===== src/rtl/cpu_types_pkg.sv =====
// Shared CPU types for the pipeline: the machine word, the MEM-stage controller
// states and the watchdog default.
package cpu_types_pkg;

  localparam int WORD_BITS       = 32;
  localparam int TIMEOUT_DEFAULT = 1024;

  typedef logic [WORD_BITS-1:0] word_t;

  typedef enum logic [1:0] {
    IDLE,
    ACCESS,
    WAIT_I,
    HALTED
  } memctrl_state_t;

endpackage


===== src/rtl/mem_stage_ctrl_link_reg.sv =====
// LL/SC reservation: one linked address with store/SC, failed-SC and snoop
// invalidation. link_hit is the raw full-width address compare against addr.
module link_reg
  import cpu_types_pkg::*;
#(
  parameter int WORD_W = WORD_BITS
) (
  input  logic              clk,
  input  logic              rst_n,
  input  logic [WORD_W-1:0] addr,
  input  logic              set,
  input  logic              clr,
  input  logic              clr_on_match,
  input  logic              snoop_inv,
  input  logic [WORD_W-1:0] snoop_addr,
  output logic              link_hit,
  output logic              link_valid
);

  logic [WORD_W-1:0] link_addr;
  logic              store_kill;
  logic              snoop_kill;

  assign link_hit   = (link_addr == addr);
  assign store_kill = clr_on_match & link_hit;
  assign snoop_kill = snoop_inv & (snoop_addr == link_addr);

  // NOTE: sequential state uses non-blocking assignments so every register
  // samples the pre-edge values regardless of statement order.
  always_ff @(posedge clk or negedge rst_n) begin
    if (!rst_n) begin
      link_valid <= 1'b0;
      link_addr  <= '0;
    end else if (set) begin
      // A snoop of the very address being linked kills the new reservation.
      link_valid <= !(snoop_inv && (snoop_addr == addr));
      link_addr  <= addr;
    end else if (clr || store_kill || snoop_kill) begin
      link_valid <= 1'b0;
    end
  end

endmodule


===== src/rtl/mem_stage_ctrl.sv =====
// MEM-stage sequencer: issues dcache requests for the EX/MEM op, waits for the
// fetch side to line up, and drives the global pipeline enable and freeze.
module mem_stage_ctrl
  import cpu_types_pkg::*;
#(
  parameter int WORD_W  = WORD_BITS,
  parameter int TIMEOUT = TIMEOUT_DEFAULT
) (
  input  logic              CLK,
  input  logic              nRST,
  input  logic              mem_read,
  input  logic              mem_write,
  input  logic              datomic,
  input  logic              halt,
  input  logic [WORD_W-1:0] alu_out,
  input  logic [WORD_W-1:0] rdat2,
  input  logic              ihit,
  input  logic              dhit,
  input  logic [WORD_W-1:0] dmemload,
  input  logic              snoop_inv,
  input  logic [WORD_W-1:0] snoop_addr,
  output logic              dmemREN,
  output logic              dmemWEN,
  output logic [WORD_W-1:0] dmemaddr,
  output logic [WORD_W-1:0] dmemstore,
  output logic [WORD_W-1:0] mem_data,
  output logic              pipe_en,
  output logic              exmem_freeze,
  output logic              halt_o,
  output logic              err_timeout
);

  localparam int TIMER_W = (TIMEOUT > 0) ? $clog2(TIMEOUT + 1) : 1;
  localparam logic [TIMER_W-1:0] TIMER_MAX = TIMER_W'(TIMEOUT);

  memctrl_state_t     state, state_d;
  logic [WORD_W-1:0]  cap_data, cap_data_d;
  logic [WORD_W-1:0]  acc_data;
  logic [TIMER_W-1:0] timer, timer_d;
  logic               err_q, err_d;
  logic               memop, is_sc, sc_fail;
  logic               link_hit, link_valid;
  logic               link_set, link_clr, link_store_done;

  assign memop    = mem_read | mem_write;
  assign is_sc    = datomic & mem_write;
  assign sc_fail  = is_sc & ~(link_valid & link_hit);
  assign acc_data = is_sc ? WORD_W'(1) : dmemload;

  assign dmemaddr    = alu_out;
  assign dmemstore   = rdat2;
  assign halt_o      = (state == HALTED);
  assign err_timeout = err_q;

  link_reg #(.WORD_W(WORD_W)) u_link (
    .clk          (CLK),
    .rst_n        (nRST),
    .addr         (alu_out),
    .set          (link_set),
    .clr          (link_clr),
    .clr_on_match (link_store_done),
    .snoop_inv    (snoop_inv),
    .snoop_addr   (snoop_addr),
    .link_hit     (link_hit),
    .link_valid   (link_valid)
  );

  // NOTE: every output of this block gets a default first, so no path can
  // leave a signal unassigned and infer a latch.
  always_comb begin
    state_d         = state;
    cap_data_d      = cap_data;
    dmemREN         = 1'b0;
    dmemWEN         = 1'b0;
    mem_data        = '0;
    pipe_en         = 1'b0;
    exmem_freeze    = 1'b0;
    link_set        = 1'b0;
    link_clr        = 1'b0;
    link_store_done = 1'b0;
    unique case (state)
      IDLE: begin
        if (halt && !memop) begin
          state_d = HALTED;
        end else if (memop && !sc_fail) begin
          state_d      = ACCESS;
          exmem_freeze = 1'b1;
        end else if (sc_fail) begin
          link_clr = 1'b1;
          pipe_en  = ihit;
          if (!ihit) begin
            state_d    = WAIT_I;
            cap_data_d = '0;
          end
        end else begin
          pipe_en = ihit;
        end
      end
      ACCESS: begin
        // EX/MEM is frozen, so the request can come straight off its outputs.
        dmemREN      = mem_read;
        dmemWEN      = mem_write;
        exmem_freeze = 1'b1;
        if (dhit) begin
          link_set        = datomic & mem_read;
          link_store_done = mem_write;
          if (ihit) begin
            mem_data     = acc_data;
            pipe_en      = 1'b1;
            exmem_freeze = 1'b0;
            state_d      = IDLE;
          end else begin
            cap_data_d = acc_data;
            state_d    = WAIT_I;
          end
        end
      end
      WAIT_I: begin
        // Freeze drops with the enable so the completed op leaves EX/MEM.
        mem_data     = cap_data;
        exmem_freeze = !ihit;
        if (ihit) begin
          pipe_en = 1'b1;
          state_d = IDLE;
        end
      end
      HALTED: ;
      default: state_d = IDLE;
    endcase
  end

  // Timer holds the number of ACCESS cycles including the upcoming one.
  always_comb begin
    timer_d = '0;
    err_d   = err_q;
    if (state_d == ACCESS)
      timer_d = (timer == TIMER_MAX) ? timer : timer + 1'b1;
    if ((TIMEOUT != 0) && (state_d == ACCESS) && (timer_d == TIMER_MAX))
      err_d = 1'b1;
  end

  always_ff @(posedge CLK or negedge nRST) begin
    if (!nRST) begin
      state    <= IDLE;
      cap_data <= '0;
      timer    <= '0;
      err_q    <= 1'b0;
    end else begin
      state    <= state_d;
      cap_data <= cap_data_d;
      timer    <= timer_d;
      err_q    <= err_d;
    end
  end

endmodule

===== config.mk =====
export PLATFORM = sky130hd
export DESIGN_NAME = mem_stage_ctrl
export DESIGN_NICKNAME = d
export VERILOG_FILES = /design/src/rtl/cpu_types_pkg.sv /design/src/rtl/mem_stage_ctrl_link_reg.sv /design/src/rtl/mem_stage_ctrl.sv
export SDC_FILE = /design/constraint.sdc
export NUM_CORES = 1
export LEC_CHECK = 0
export CAP_MARGIN = 20
export CELL_PAD_IN_SITES_DETAIL_PLACEMENT = 2
export CELL_PAD_IN_SITES_GLOBAL_PLACEMENT = 2
export CORE_ASPECT_RATIO = 1.75
export CORE_MARGIN = 2
export CORE_UTILIZATION = 25
export DETAILED_ROUTE_END_ITERATION = 12
export PLACE_DENSITY = 0.8
export SYNTH_ARGS = -nofsm -noshare
export SYNTH_HDL_FRONTEND = slang
export SYNTH_SLANG_ARGS = --single-unit

===== constraint.sdc =====
create_clock -name CLK -period 3.2 [get_ports CLK]
set_clock_uncertainty 0.15 [all_clocks]
set_input_delay 0.8 -clock CLK [delete_from_list [all_inputs] [get_ports CLK]]
set_output_delay 0.8 -clock CLK [all_outputs]
set_load 0.05 [all_outputs]

; ---- Yosys cells after proc, flatten, opt, wreduce, memory -nomap -nowiden
; Cells that the tools add are included.
[word_totals]
wordCells = 87
ramBits = 0
inputBits = 137
reg_bits = 79
mem_bits_ro = 0
latch_bits = 0
out_inout_bits = 102
memories = 0
[op_classes]
eq_ne = 15
n_mul = 0
order_cmp = 0
n_bitwise = 8
muxes = 43
div_mod_pow = 0
reduce_logical = 14
add_sub_neg = 1
shift = 0
[op_table]
columns = op, count
row1 = 32-bit two-way mux, 9
row2 = 32-bit one-hot mux with 2 select lines, 2
row3 = 32-bit == test, 3
row4 = "11-bit == test, second input constant", 2
row5 = 11-bit two-way mux, 2
row6 = 1-bit two-way mux, 20
row7 = 2-bit two-way mux, 7
row8 = "2-bit inequality test, second input constant", 6
row9 = "11-bit by 1-bit adder with 11-bit output, second input constant", 1
row10 = 7-bit AND reduction, 1
row11 = 1-bit AND, 6
row12 = 1-bit one-hot mux with 3 select lines, 2
row13 = 2-bit one-hot mux with 3 select lines, 1
row14 = "2-bit by 1-bit == test with 1-bit output, second input constant", 2
row15 = "2-bit == test, second input constant", 2
row16 = 1-bit logical AND, 4
row17 = 1-bit logical NOT, 4
row18 = 2-bit nonzero test, 2
row19 = 2-bit logical NOT, 1
row20 = 1-bit logical OR, 2
row21 = 1-bit NOT, 1
row22 = 1-bit bitwise OR, 1

; ---- Depth between registers and ports, before layout
; Gate-level depths: netlist of the first run.
[depth]
word_depth = 13
ltp_mapped = 9
ltp_nobuf = 8

; ---- Modules after synthesis
; From an unflattened synthesis of the first run, not the netlist that was laid out.
[hier_totals]
hier_cells = 608
area_unflattened_um2 = 5693.0
[by_module_without_submodules]
columns = module, area_each_um2, n_inst, cells_per_inst
row1 = mem_stage_ctrl, 3417.0, 1, 404
row2 = link_reg, 2275.9, 1, 204

; ---- Least setup slack after synthesis of the first run
; OpenSTA, ideal clock, no wires.
[synth_path]
path_kind = input to output
startpoint = in alu_out[6]
endpoint = out exmem_freeze
required_time_ps = 2250
setup_slack_ps = -449
stages = 7
arrival_ps = 2699
cell_sequence = xnor2_1 -> nand4_1 -> nor4_4 -> and3_2 -> buf_2 -> o221ai_1 -> a21oi_1
[synth_via]
elab_chain_len = 9
[synth_lines]
columns = element, line
row1 = "start, declared", mem_stage_ctrl.sv:15  ; input logic [WORD_W-1:0] alu_out,
row2 = 32-bit == test, mem_stage_ctrl_link_reg.sv:24  ; assign link_hit = (link_addr == addr);
row3 = 1-bit AND, mem_stage_ctrl.sv:47  ; assign sc_fail = is_sc & ~(link_valid & link_hit);
row4 = 1-bit NOT, mem_stage_ctrl.sv:47
row5 = 1-bit AND, mem_stage_ctrl.sv:47
row6 = 1-bit logical NOT, mem_stage_ctrl.sv:85  ; end else if (memop && !sc_fail) begin
row7 = 1-bit logical AND, mem_stage_ctrl.sv:85
row8 = 1-bit two-way mux, mem_stage_ctrl.sv:85
row9 = 1-bit two-way mux, mem_stage_ctrl.sv:83  ; if (halt && !memop) begin
row10 = 1-bit one-hot mux with 3 select lines, mem_stage_ctrl.sv:81  ; unique case (state)
row11 = "end, declared", mem_stage_ctrl.sv:28  ; output logic exmem_freeze,
; No other way between the ends.

; ---- Worst setup path in the final report of the first run
[layout_path]
startpoint = in alu_out[22]
endpoint = out exmem_freeze
; Same word-level chain as after synthesis.

==> key figures, run 1 <==
Run status
  – Outcome: complete, but fails checks
  – Failing checks: negative setup slack

Setup path
  – Critical path class: input port to output pin
  – R2R Setup Slk: between 500 and 600 ps
  – CP arrival: 2540 ps
  – CP Launch Type: input port
  – Critical path data required time: 2250 ps
  – Crit path max fanout: 2
  – Worst setup EP type: output pin

CTS
  – # clock sinks: 79
  – Clk_lat worst skew: around 360 ps
  – Root Driver: clkbuf_16
  – Hold buffer count at CTS: 0
  – Worst-path clk slew: approximately 60 ps
  – Htree depth: 3
  – Max Buffers Root-to-Sink: 2
  – CTS tree: built
  – Cts bufs inserted: 9

Synthesis
  – Post-synth EDFFs: 0
  – Post-Syn Instances: 617
  – Top-area cell type share of the netlist area: about a third
  – Mapped Avg Cell Area: 9.49 µm²
  – Synth area leader: dfrtp_1
  – Syn_nets: 760
  – Async SR Flop Fraction: 100%
  – Post-synth top flop: dfrtp_1
  – Seq/Total Area, Yosys: 33.8%
  – YS warnings: 0
  – Area contributors post-synth: dfrtp_1 34%, xnor2_1 12%, buf_4 8.2%, mux2_2 6.2%, mux2i_1 5.6%
  – Cell area after synthesis: 5860 µm²
  – Flops & latches, synth: 79
  – Yosys cell types: 52

Hold path
  – Min-Delay Path Class: input port to asynchronous set/reset pin

Global route
  – First-pass GRT wire length: 36600 µm
  – Grt ovf: 0
  – Largest net degree at the start of global routing: 50
  – GRT Overall Usage: between 10% and 20%
  – Initial antenna violation count: 2
  – Vias in the first global route: approximately 6k

Placement
  – Placed Cells: 1069
  – Port bufs: 174
  – Post-DP HPWL: 17900 µm
  – Post-DP Area: 8670 µm²
  – RePlAce Congestion: 0.789

Power and ir drop
  – Power Total: 0.00625 W
  – Pwr dens: approximately 670 nW/µm²
  – Worst VDD drop: 0.000289 V
  – Leakage power: 3.92 nW

Die
  – FP Rows: 74
  – Initial core utilization: 25.3%
  – IO Pins: 239
  – Die Span Y: 206 µm
  – Total die area: 24700 µm²
  – Core ar.: 23100 µm²
  – Die Width: 120 µm

STA
  – Final worst setup slack: -290 ps
  – Final setup viols: 2
  – Max-Slew Margin vs Limit: 63.9%
  – Tightest Pin Transition: roughly 540 ps
  – Fin crit share: 109%
  – Period minus WS final: 3490 ps
  – Max Clock Freq: 287 MHz
  – RSZ-0062 raised after global routing: yes
  – Slew Viols, Final: 0
  – Final Hold Fails: 0

Detailed routing
  – Initial DRC Count: 196
  – Via density: ~4.7
  – Final wirelength: ~23000 µm
  – Via Count: 5169
  – DR DRC count: 0
  – Drt wl/cell: 21.5 µm
  – Post-route ant nets: 0
  – DRT Pass-1 Iters: 4

Layout
  – Fin nets: roughly 930
  – Layout Utilization: between 40 and 50%
  – Finished Layout Cells: 1093
  – Final instance area: 9310 µm²
  – Ratio of cells with drive above 1 in the final layout: 37.6%
  – Area grow syn2layout: 58.9%

Run
  – Max Cap Violations: 0
registers in the layout, summed over array words and instances (netlist names):
register and flops:
err_timeout 1, state 2, cap_data 32, u_link.link_valid 1, u_link.link_addr 32, timer 11
path summary, 6_finish.rpt:
check                                     from      endpoint  cells after the start
setup / recovery                   alu_out[22]  exmem_freeze                      9
setup reg to reg           u_link.link_addr[3]  cap_data[22]                      9
hold / removal                            nRST  cap_data[25]                      1
min in group CLK                   err_timeout   err_timeout                      1
hold reg to reg                    err_timeout   err_timeout                      1
max in group asynchronous                 nRST      state[1]                      2
through the flow:
step                      hold WS [ps]  setup TNS, ps  setup WS [ps]
after floorplan                    306          -72.3          -72.3
after global placement             322         -18910           -971
after detailed placement           325         -22360           -975
after CTS                          246           -522           -264
after global routing               264           -787           -376
final                              237           -558           -290
synth_stat cells (2+ instances only):
| library cell | number |
|---|---|
| buf_4 | 64 |
| mux2i_1 | 33 |
| and3_1 | 2 |
| a211oi_1 | 2 |
| a22oi_1 | 31 |
| nor4b_1 | 2 |
| and4_1 | 2 |
| xnor2_1 | 83 |
| a21boi_0 | 2 |
| nor4_1 | 7 |
| mux2_2 | 32 |
| nand4_1 | 24 |
| nor4_4 | 2 |
| o21bai_1 | 3 |
| a21oi_1 | 5 |
| and2_1 | 5 |
| nor2_1 | 22 |
| nand3_1 | 6 |
| nand2b_1 | 4 |
| buf_6 | 3 |
| o21ai_0 | 3 |
| buf_2 | 3 |
| nand2_1 | 44 |
| dfrtp_1 | 79 |
| nor2b_1 | 32 |
| ha_1 | 6 |
| xor2_1 | 26 |
| nor3_1 | 8 |
| a31oi_1 | 4 |
| inv_1 | 36 |
| o21a_1 | 3 |
| clkbuf_1 | 19 |
what timing repair did:
| item | 4_1_cts | 5_1_grt |
|---|---|---|
| endpoints found under the hold margin | 0 | 0 |
| resized for setup | 146 | 20 |
| gates cloned | 2 | 1 |
| setup buffers | 6 | 0 |
| pin swaps | 48 | 20 |
| setup endpoints to repair | 33 | 18 |
cell usage in the layout, fill, tap and decap left out, drive strengths merged, types with 3 or more instances in the layout:
cell,instances
a21oi,6
a22oi,31
a31oi,4
and2,5
and3,3
buf,157
clkbuf,21
clkdlybuf4s15,5
clkdlybuf4s50,68
dfrtp,79
dlygate4sd2,4
ha,6
inv,36
mux2,32
mux2i,33
nand2,44
nand2b,4
nand3,6
nand4,24
nor2,22
nor2b,32
nor3,8
nor4,9
o21a,3
o21ai,3
o21bai,3
xnor2,83
xor2,26
area by class of cell:
class                   count  area [µm²]
fillers                  2414       13800
repair buffers            245        2960
multi-input cells         412        3510
clock inverters             4        76.3
clock buffers              12         267
flip-flops and latches     79        1980
well taps                 304         380
inverters                  36         135
diodes                      1        2.50
critical path: stages:
cell	delay (ps)
buf_2	130
xnor2_2	130
nand4_1	200
nor4_4	410
buf_4	180
and3_4	200
o221ai_4	120
a21oi_4	200
buf_12	160
where the power goes:
| group | leakage, nW | switching [W] | internal (W) |
|---|---|---|---|
| sequential | 1.03 | 0.000378 | 0.00131 |
| combinational | 2.73 | 0.00165 | 0.00170 |
| clock | 0.165 | 0.000464 | 0.000749 |
routing by layer:
| layer | track usage, % | share of wire [%] | routed length (µm) |
|---|---|---|---|
| met1 | 18.8 | 33 | 7760 |
| met2 | 40.2 | 59 | 13900 |
| met3 | 3.42 | 3.9 | 911 |
| met5 | 0 | 0.055 | 13 |
| met4 | 8.49 | 3.7 | 872 |
logic make-up (layout without fill, tap and decap cells):
| logic type | after synthesis | after routing | share of synthesized area, % |
|---|---|---|---|
| and+or+nand+nor | 165 | 165 | 15.4 |
| buffers and inverters | 126 | 297 | 12.6 |
| xor gates and xnor gates | 109 | 109 | 16.3 |
| DFF | 79 | 79 | 33.8 |
| AOI/OAI and AO/OA | 67 | 67 | 8.87 |
| muxes | 65 | 65 | 11.8 |
| adders and majority gates | 6 | 6 | 1.28 |
| other | 0 | 1 | 0 |
No activity file was read; power rests on OpenSTA's default activity.
==> inputs of run 2 (changes only) <==
--- a/config.mk
+++ b/config.mk
@@ -13,6 +13,7 @@
 export CORE_UTILIZATION = 25
 export DETAILED_ROUTE_END_ITERATION = 12
 export PLACE_DENSITY = 0.8
+export SLEW_MARGIN = 25
 export SYNTH_ARGS = -nofsm -noshare
 export SYNTH_HDL_FRONTEND = slang
 export SYNTH_SLANG_ARGS = --single-unit
==> results of run 2 <==
Same layout as run 1: the final DEF is identical, and so are final timing and power.
==> inputs of run 3 (changes only) <==
--- a/config.mk
+++ b/config.mk
@@ -11,6 +11,7 @@
 export CORE_ASPECT_RATIO = 1.75
 export CORE_MARGIN = 2
 export CORE_UTILIZATION = 25
+export CTS_CLUSTER_SIZE = 20
 export DETAILED_ROUTE_END_ITERATION = 12
 export PLACE_DENSITY = 0.8
 export SLEW_MARGIN = 25
==> results of run 3 <==
Same layout as run 1: the final DEF is identical, and so are final timing and power.
